--- src/rtl/signed_mac_acc.sv ---
// Signed multiply-accumulate over framed input beats: two-stage pipeline (product, accumulate)
// with optional saturation, a sticky overflow flag and a saturating beat counter.
module signed_mac_acc #(
    parameter int DW     = 22,
    parameter int ACC_W  = 48,
    parameter int CNT_W  = 16,
    parameter int SAT_EN = 1
) (
    input  logic                    clk,
    input  logic                    rst_n,
    input  logic                    in_valid,
    output logic                    in_ready,
    input  logic signed [DW-1:0]    in_a,
    input  logic signed [DW-1:0]    in_b,
    input  logic                    in_last,
    input  logic                    acc_clr,
    output logic                    out_valid,
    input  logic                    out_ready,
    output logic signed [ACC_W-1:0] out_sum,
    output logic                    out_ovf,
    output logic [CNT_W-1:0]        out_cnt,
    output logic                    busy
);

    localparam int PW = 2 * DW;

    generate
        if (ACC_W < 2 * DW) begin : g_bad_acc_w
            $error("signed_mac_acc: ACC_W must be at least 2*DW");
        end
    endgenerate

    localparam logic [1:0] S_IDLE  = 2'd0;
    localparam logic [1:0] S_ACC   = 2'd1;
    localparam logic [1:0] S_DRAIN = 2'd2;
    localparam logic [1:0] S_DONE  = 2'd3;

    localparam logic signed [ACC_W-1:0] ACC_MAX = {1'b0, {(ACC_W-1){1'b1}}};
    localparam logic signed [ACC_W-1:0] ACC_MIN = {1'b1, {(ACC_W-1){1'b0}}};

    logic [1:0]              state_q, state_d;
    logic                    rdy_en_q;
    logic signed [PW-1:0]    prod_q, prod_d;
    logic                    pv_q, pv_d;
    logic signed [ACC_W-1:0] acc_q, acc_d;
    logic                    ovf_q, ovf_d;
    logic [CNT_W-1:0]        cnt_q, cnt_d;

    logic                    in_fire;
    logic                    out_fire;
    logic signed [ACC_W:0]   sum_wide;
    logic                    ovf_now;
    logic signed [ACC_W-1:0] acc_next;

    // in_ready stays low until the first edge after reset release, and drops with acc_clr.
    assign in_ready  = rdy_en_q && ((state_q == S_IDLE) || (state_q == S_ACC)) && !acc_clr;
    assign in_fire   = in_valid && in_ready;
    assign out_valid = (state_q == S_DONE);
    assign out_fire  = out_valid && out_ready;
    assign busy      = (state_q != S_IDLE);

    assign out_sum = out_valid ? acc_q : '0;
    assign out_ovf = out_valid ? ovf_q : 1'b0;
    assign out_cnt = out_valid ? cnt_q : '0;

    assign sum_wide = {acc_q[ACC_W-1], acc_q}
                    + {{(ACC_W + 1 - PW){prod_q[PW-1]}}, prod_q};
    assign ovf_now  = sum_wide[ACC_W] ^ sum_wide[ACC_W-1];

    always_comb begin
        // NOTE: every combinationally assigned variable gets a default first so no latch is inferred.
        acc_next = sum_wide[ACC_W-1:0];
        if (ovf_now && (SAT_EN != 0)) begin
            acc_next = sum_wide[ACC_W] ? ACC_MIN : ACC_MAX;
        end
    end

    always_comb begin
        state_d = state_q;
        prod_d  = prod_q;
        pv_d    = in_fire;
        acc_d   = acc_q;
        ovf_d   = ovf_q;
        cnt_d   = cnt_q;

        if (in_fire) begin
            prod_d = PW'(in_a) * PW'(in_b);
        end

        if (pv_q) begin
            acc_d = acc_next;
            ovf_d = ovf_q | ovf_now;
            if (cnt_q != {CNT_W{1'b1}}) begin
                cnt_d = cnt_q + 1'b1;
            end
        end

        case (state_q)
            S_IDLE:  if (in_fire) state_d = in_last ? S_DRAIN : S_ACC;
            S_ACC:   if (in_fire && in_last) state_d = S_DRAIN;
            S_DRAIN: state_d = S_DONE;
            S_DONE:  if (out_fire) state_d = S_IDLE;
            default: state_d = S_IDLE;
        endcase

        if (out_fire || acc_clr) begin
            acc_d = '0;
            ovf_d = 1'b0;
            cnt_d = '0;
        end
        if (acc_clr) begin
            state_d = S_IDLE;
            pv_d    = 1'b0;
        end
    end

    // NOTE: sequential state uses non-blocking assignments so all registers update together.
    always_ff @(posedge clk or negedge rst_n) begin
        if (!rst_n) begin
            state_q  <= S_IDLE;
            rdy_en_q <= 1'b0;
            prod_q   <= '0;
            pv_q     <= 1'b0;
            acc_q    <= '0;
            ovf_q    <= 1'b0;
            cnt_q    <= '0;
        end else begin
            state_q  <= state_d;
            rdy_en_q <= 1'b1;
            prod_q   <= prod_d;
            pv_q     <= pv_d;
            acc_q    <= acc_d;
            ovf_q    <= ovf_d;
            cnt_q    <= cnt_d;
        end
    end

endmodule

--- config.mk ---
export PLATFORM = sky130hd
export DESIGN_NAME = signed_mac_acc
export DESIGN_NICKNAME = d
export VERILOG_FILES = /design/src/rtl/signed_mac_acc.sv
export SDC_FILE = /design/constraint.sdc
export NUM_CORES = 2
export LEC_CHECK = 0
export ABC_AREA = 0
export BUFFER_PORTS_ARGS = -buffer_cell sky130_fd_sc_hd__buf_2
export CORE_ASPECT_RATIO = 0.8
export CORE_MARGIN = 4
export CORE_UTILIZATION = 60
export CTS_CLUSTER_DIAMETER = 120
export CTS_CLUSTER_SIZE = 24
export DETAILED_ROUTE_END_ITERATION = 10
export HOLD_SLACK_MARGIN = 0.08
export PLACE_DENSITY = 0.83
export SLEW_MARGIN = 15
export SYNTH_ARGS = -nofsm -noshare
export SYNTH_HDL_FRONTEND = slang
export SYNTH_SLANG_ARGS = --single-unit
export TNS_END_PERCENT = 10
--- constraint.sdc ---
create_clock -name clk -period 4.4 [get_ports clk]
set_clock_uncertainty 0.2 [all_clocks]
set_input_delay 0.88 -clock clk [delete_from_list [all_inputs] [get_ports clk]]
set_output_delay 0.88 -clock clk [all_outputs]
set_load 0.05 [all_outputs]
# After elaboration in Yosys (flattened, before gate mapping)
# Cells that the tools add are included.
# totals
output_inout_bits,68
register_bits,113
# classes
n_addsub,2
eq_ne,7
mux,19
multipliers,1
reduce_logical,14
bitwise_logic,2
# ops
operator,n
2-to-1 mux 48 bit,5
2-to-1 mux 16 bit,4
adder 48 x 44 -> 49 bit,1
multiplier 22 x 22 -> 44 bit,1
"adder 16 x 1 -> 16 bit, second input constant",1
"!= test 16 bit, second input constant",1
2-to-1 mux 2 bit,5
case mux 2 bit (4 select lines),1
"!= test 3 x 2 -> 1 bit, second input constant",2
nonzero test 2 bit,3
logical AND 1 bit,5
"equality test 2 bit, second input constant",2
2-to-1 mux 1 bit,4
"!= test 3 bit, second input constant",1
AND reduction 3 bit,1
"equality test 2 x 1 -> 1 bit, second input constant",1
zero test 2 bit,1
logical OR 1 bit,2
AND reduction 2 bit,1
zero test 1 bit,1
OR 1 bit,1
XOR 1 bit,1

# Depth between registers and ports, before layout
# logic_depth
depth_word,9
depth_mapped,26
ltp_nobuf,25

# Least setup slack after synthesis
# Ideal clock, no wire load.
# synth_path
path_type,input-to-reg
startpoint,input in_b[7]
endpoint,register prod_q[43]
t_arrival_ns,7.126
setup_slack_ns,-3.008
n_path_buf,1
setup_ns,0.082
t_required_ns,4.118
stages,25
path_cell_list,clkbuf_1 > nand2_1 > fa_1 > fa_1 > inv_1 > fa_1 > inv_1 > fa_1 > inv_1 > fa_1 > fa_1 > inv_1 > fa_1 > inv_1 > ha_1 > a21oi_1 > o21ai_0 > and2_1 > o41ai_1 > a31oi_1 > and2_1 > a221oi_2 > o31ai_1 > a21o_1 > a31oi_1
# synth_via
elab_chain_len,1
# synth_rtl
element,line,rtl
"start, declared",14,"input logic signed [DW-1:0] in_b,"
multiplier 22 x 22 -> 44 bit,87,prod_d = PW'(in_a) * PW'(in_b);
"end signal, assigned",130,prod_q <= prod_d;
"end, declared",43,"logic signed [PW-1:0] prod_q, prod_d;"
# Every way passes these cells.
# A chain may end at the register's enable or synchronous reset.

# Worst setup path in the final report
# layout_path
startpoint,input in_b[10]
endpoint,register prod_q[42]
# Same word-level chain as after synthesis.

==> flow_summary_export.csv <==
group,metric,value,unit
run_status,status,"finished, violations left",
run_status,violations,"negative setup slack",
clocking,cts.sinks,113,
logic_synthesis,synth.distinct_cells,77,
clocking,cts_tree,"yes",
cells_and_area,drive_gt1_frac,0.196,
global_route,grt_pass1_vias,23300,
worst_setup_path,end_kind,"flip-flop",
placed_design,placedCellCount,3723,
drt,vias_per_cell,5.70,
drt,drt_iter0_drc,1601,
cells_and_area,mostFrequentLayoutCells,"inv_1 (521), fa_1 (484), nand2_1 (431)",
die,start_util,0.607,
logic_synthesis,postSynth.asyncResetShare,1.00,
logic_synthesis,ys_ff_latch,113,
logic_synthesis,synth-simple-area-share,0.172,
worst_setup_path,crit_arrival,7.16,ns
drt,vias,21500,
sta,worstMarginPinSlew,1.06,ns
clocking,postCtsHoldBufs,0,
drt,wl,70700,um
global_route,grt_pass1_wl,118000,um
die,dieArea,47000,um^2
die,fp.dieH,195,um
die,row_count,68,
sta,slew_headroom,0.294,
placed_design,io_buffer_count,117,
cells_and_area,mostFrequentLayoutCell,"inv_1",
logic_synthesis,yosysSeqAreaShare,0.108,
drt,first_pass_iters,5,
drt,drc_errors,0,
logic_synthesis,syn-num-nets,3672,
logic_synthesis,synth_top_family_by_area,"adder cells",
logic_synthesis,synth-xor-area-share,0.0311,
worst_setup_path,worstPathRequired,4.47,ns
drt,post_drt_wl_per_cell,18.7,um
global_route,grt_usage,0.309,
worst_setup_path,critical_path_class,"in2reg",
logic_synthesis,synth-edff-count,0,
clocking,cts.path.max_buffers,2,
drt,detail-route-antenna-nets,0,
worst_setup_path,path_max_fanout,6,
sta,fmax,141,MHz
cells_and_area,instances_no_fill,3772,
logic_synthesis,netlist_area,26100,um^2
die,coreArea,43100,um^2
placed_design,post-dp-hpwl,56600,um
sta,setup_violations,37,
logic_synthesis,avgSynthCellArea,8.91,um^2
die,io_pins,118,
logic_synthesis,synth_ff_type,"dfrtp_1",
run,drv_cap,0,
global_route,gr-total-overflow,0,
global_route,grt_max_degree,83,
sta,hold_viol,0,
sta,rsz0062_at_grt,"true",
cells_and_area,nets,3939,
cells_and_area,area_growth,17.5,%
logic_synthesis,yosysWarnings,0,
global_route,grt_antenna_before_repair,1,
logic_synthesis,synth_compound_area_frac,0.110,
worst_setup_path,critPathLaunchType,"input pin",
clocking,clk_pin_slew,0.06,ns
sta,drv_slew,0,
clocking,clock-root-buffer,"clkbuf_16",
sta,timing.final.ws_setup,-2.69,ns
logic_synthesis,synthCells,2931,
clocking,numCtsBuffers,17,
clocking,clkLatencyLatePin,0.42,ns
clocking,htreeDepth,4,
worst_hold_path,hold_path.class,"reg2reg",
sta,fin_crit_sh,1.61,
sta,post-route-min-period,7.09,ns
placed_design,place_congestion,0.966,
die,fp.dieW,241,um
logic_synthesis,synthMuxAreaShare,0.00158,
logic_synthesis,synth_fa_ha_area_frac,0.475,
[worst max-delay path, stage by stage]
cell,delay (ns)
buf_8,0.11
buf_6,0.12
buf_4,0.14
and2_1,0.16
fa_1,0.54
inv_1,0.05
fa_1,0.57
fa_1,0.47
fa_1,0.53
fa_1,0.45
fa_1,0.44
inv_1,0.11
fa_1,0.43
ha_2,0.19
a21o_1,0.18
a21o_1,0.17
a21o_1,0.18
a211oi_2,0.27
o22ai_2,0.14
or3_4,0.35
a21oi_4,0.15
o211ai_1,0.15
xnor2_1,0.26
o21ai_1,0.09
[logic make-up after synthesis]
family                     Yosys count
AOI/OAI and AO/OA                  434
xor gates and xnor gates            92
adders and majority gates          691
buffers and inverters              680
DFF                                113
muxes                                4
other                                1
and+or+nand+nor                    916
[worst paths after layout]
path | start | endpoint | slack, ns | cells past startpoint
setup / recovery | in_b[10] | prod_q[42] | -2.69 | 24
hold / removal | prod_q[16] | prod_q[16] | 0.29 | 2
setup reg to reg | acc_q[18] | acc_q[9] | 0.27 | 12
hold reg to reg | prod_q[16] | prod_q[16] | 0.29 | 2
max in group asynchronous | rst_n | prod_q[34] | 2.91 | 2
min in group asynchronous | rst_n | acc_q[11] | 0.33 | 1
[cell type report]
type,count,area [um^2]
multi-input cells,2138,21300
fillers,3105,12400
repair buffers,393,3200
flip-flops and latches,113,2830
inverters,535,2010
well taps,560,701
clock buffers,20,457
clock inverters,12,158
diodes,1,2.50
[registers in the layout, indices dropped and copies added (netlist names)]
register	count
cnt_q	16
acc_q	48
rdy_en_q	1
state_q	2
prod_q	44
ovf_q	1
pv_q	1
[layer usage]
layer	vias up	global-route usage	wire length [um]
met4	4	0.0829	2140
met5	-	0	26
met3	174	0.0472	5330
met1	10800	0.430	29300
li1	9612	-	-
met2	922	0.511	33900
[what timing repair did]
action	4_1_cts	5_1_grt
resized for setup	168	69
pin swaps	65	36
setup buffers	13	3
cloned	1	0
setup endpoints to repair	38	38
[cells in the mapped netlist, drive strengths merged, types with 13 or more instances]
master	count	area (um^2)
nand2b	17	106
and3	24	150
buf	20	175
nor3	13	65.1
nor2	66	248
ha	189	2360
a21o	63	473
a21oi	124	703
clkbuf	125	469
dfrtp	113	2830
xor2	40	350
xnor2	52	463
and2	261	1630
a31oi	17	119
nand4	15	93.8
fa	502	10000
o21ai	136	786
nand2	434	1630
nor2b	27	169
nand3	24	125
inv	534	2000
[metrics by stage]
stage	utilization	cell area (um^2)	worst slack [ns]	setup TNS (ns)	hold WS, ns
after floorplan	-	26200	-2.62	-77.17	0.245
after global placement	0.672	29000	-3.06	-97.06	0.275
after detailed placement	0.672	29000	-3.17	-101.17	0.282
after CTS	0.705	30400	-2.45	-73.13	0.298
after global routing	0.713	30700	-2.82	-82.42	0.327
final	0.713	30700	-2.69	-75.53	0.295
Power is left out: the tool's default activity adds up to more than one toggle a clock period on the data nets, which glitch-free logic cannot reach.
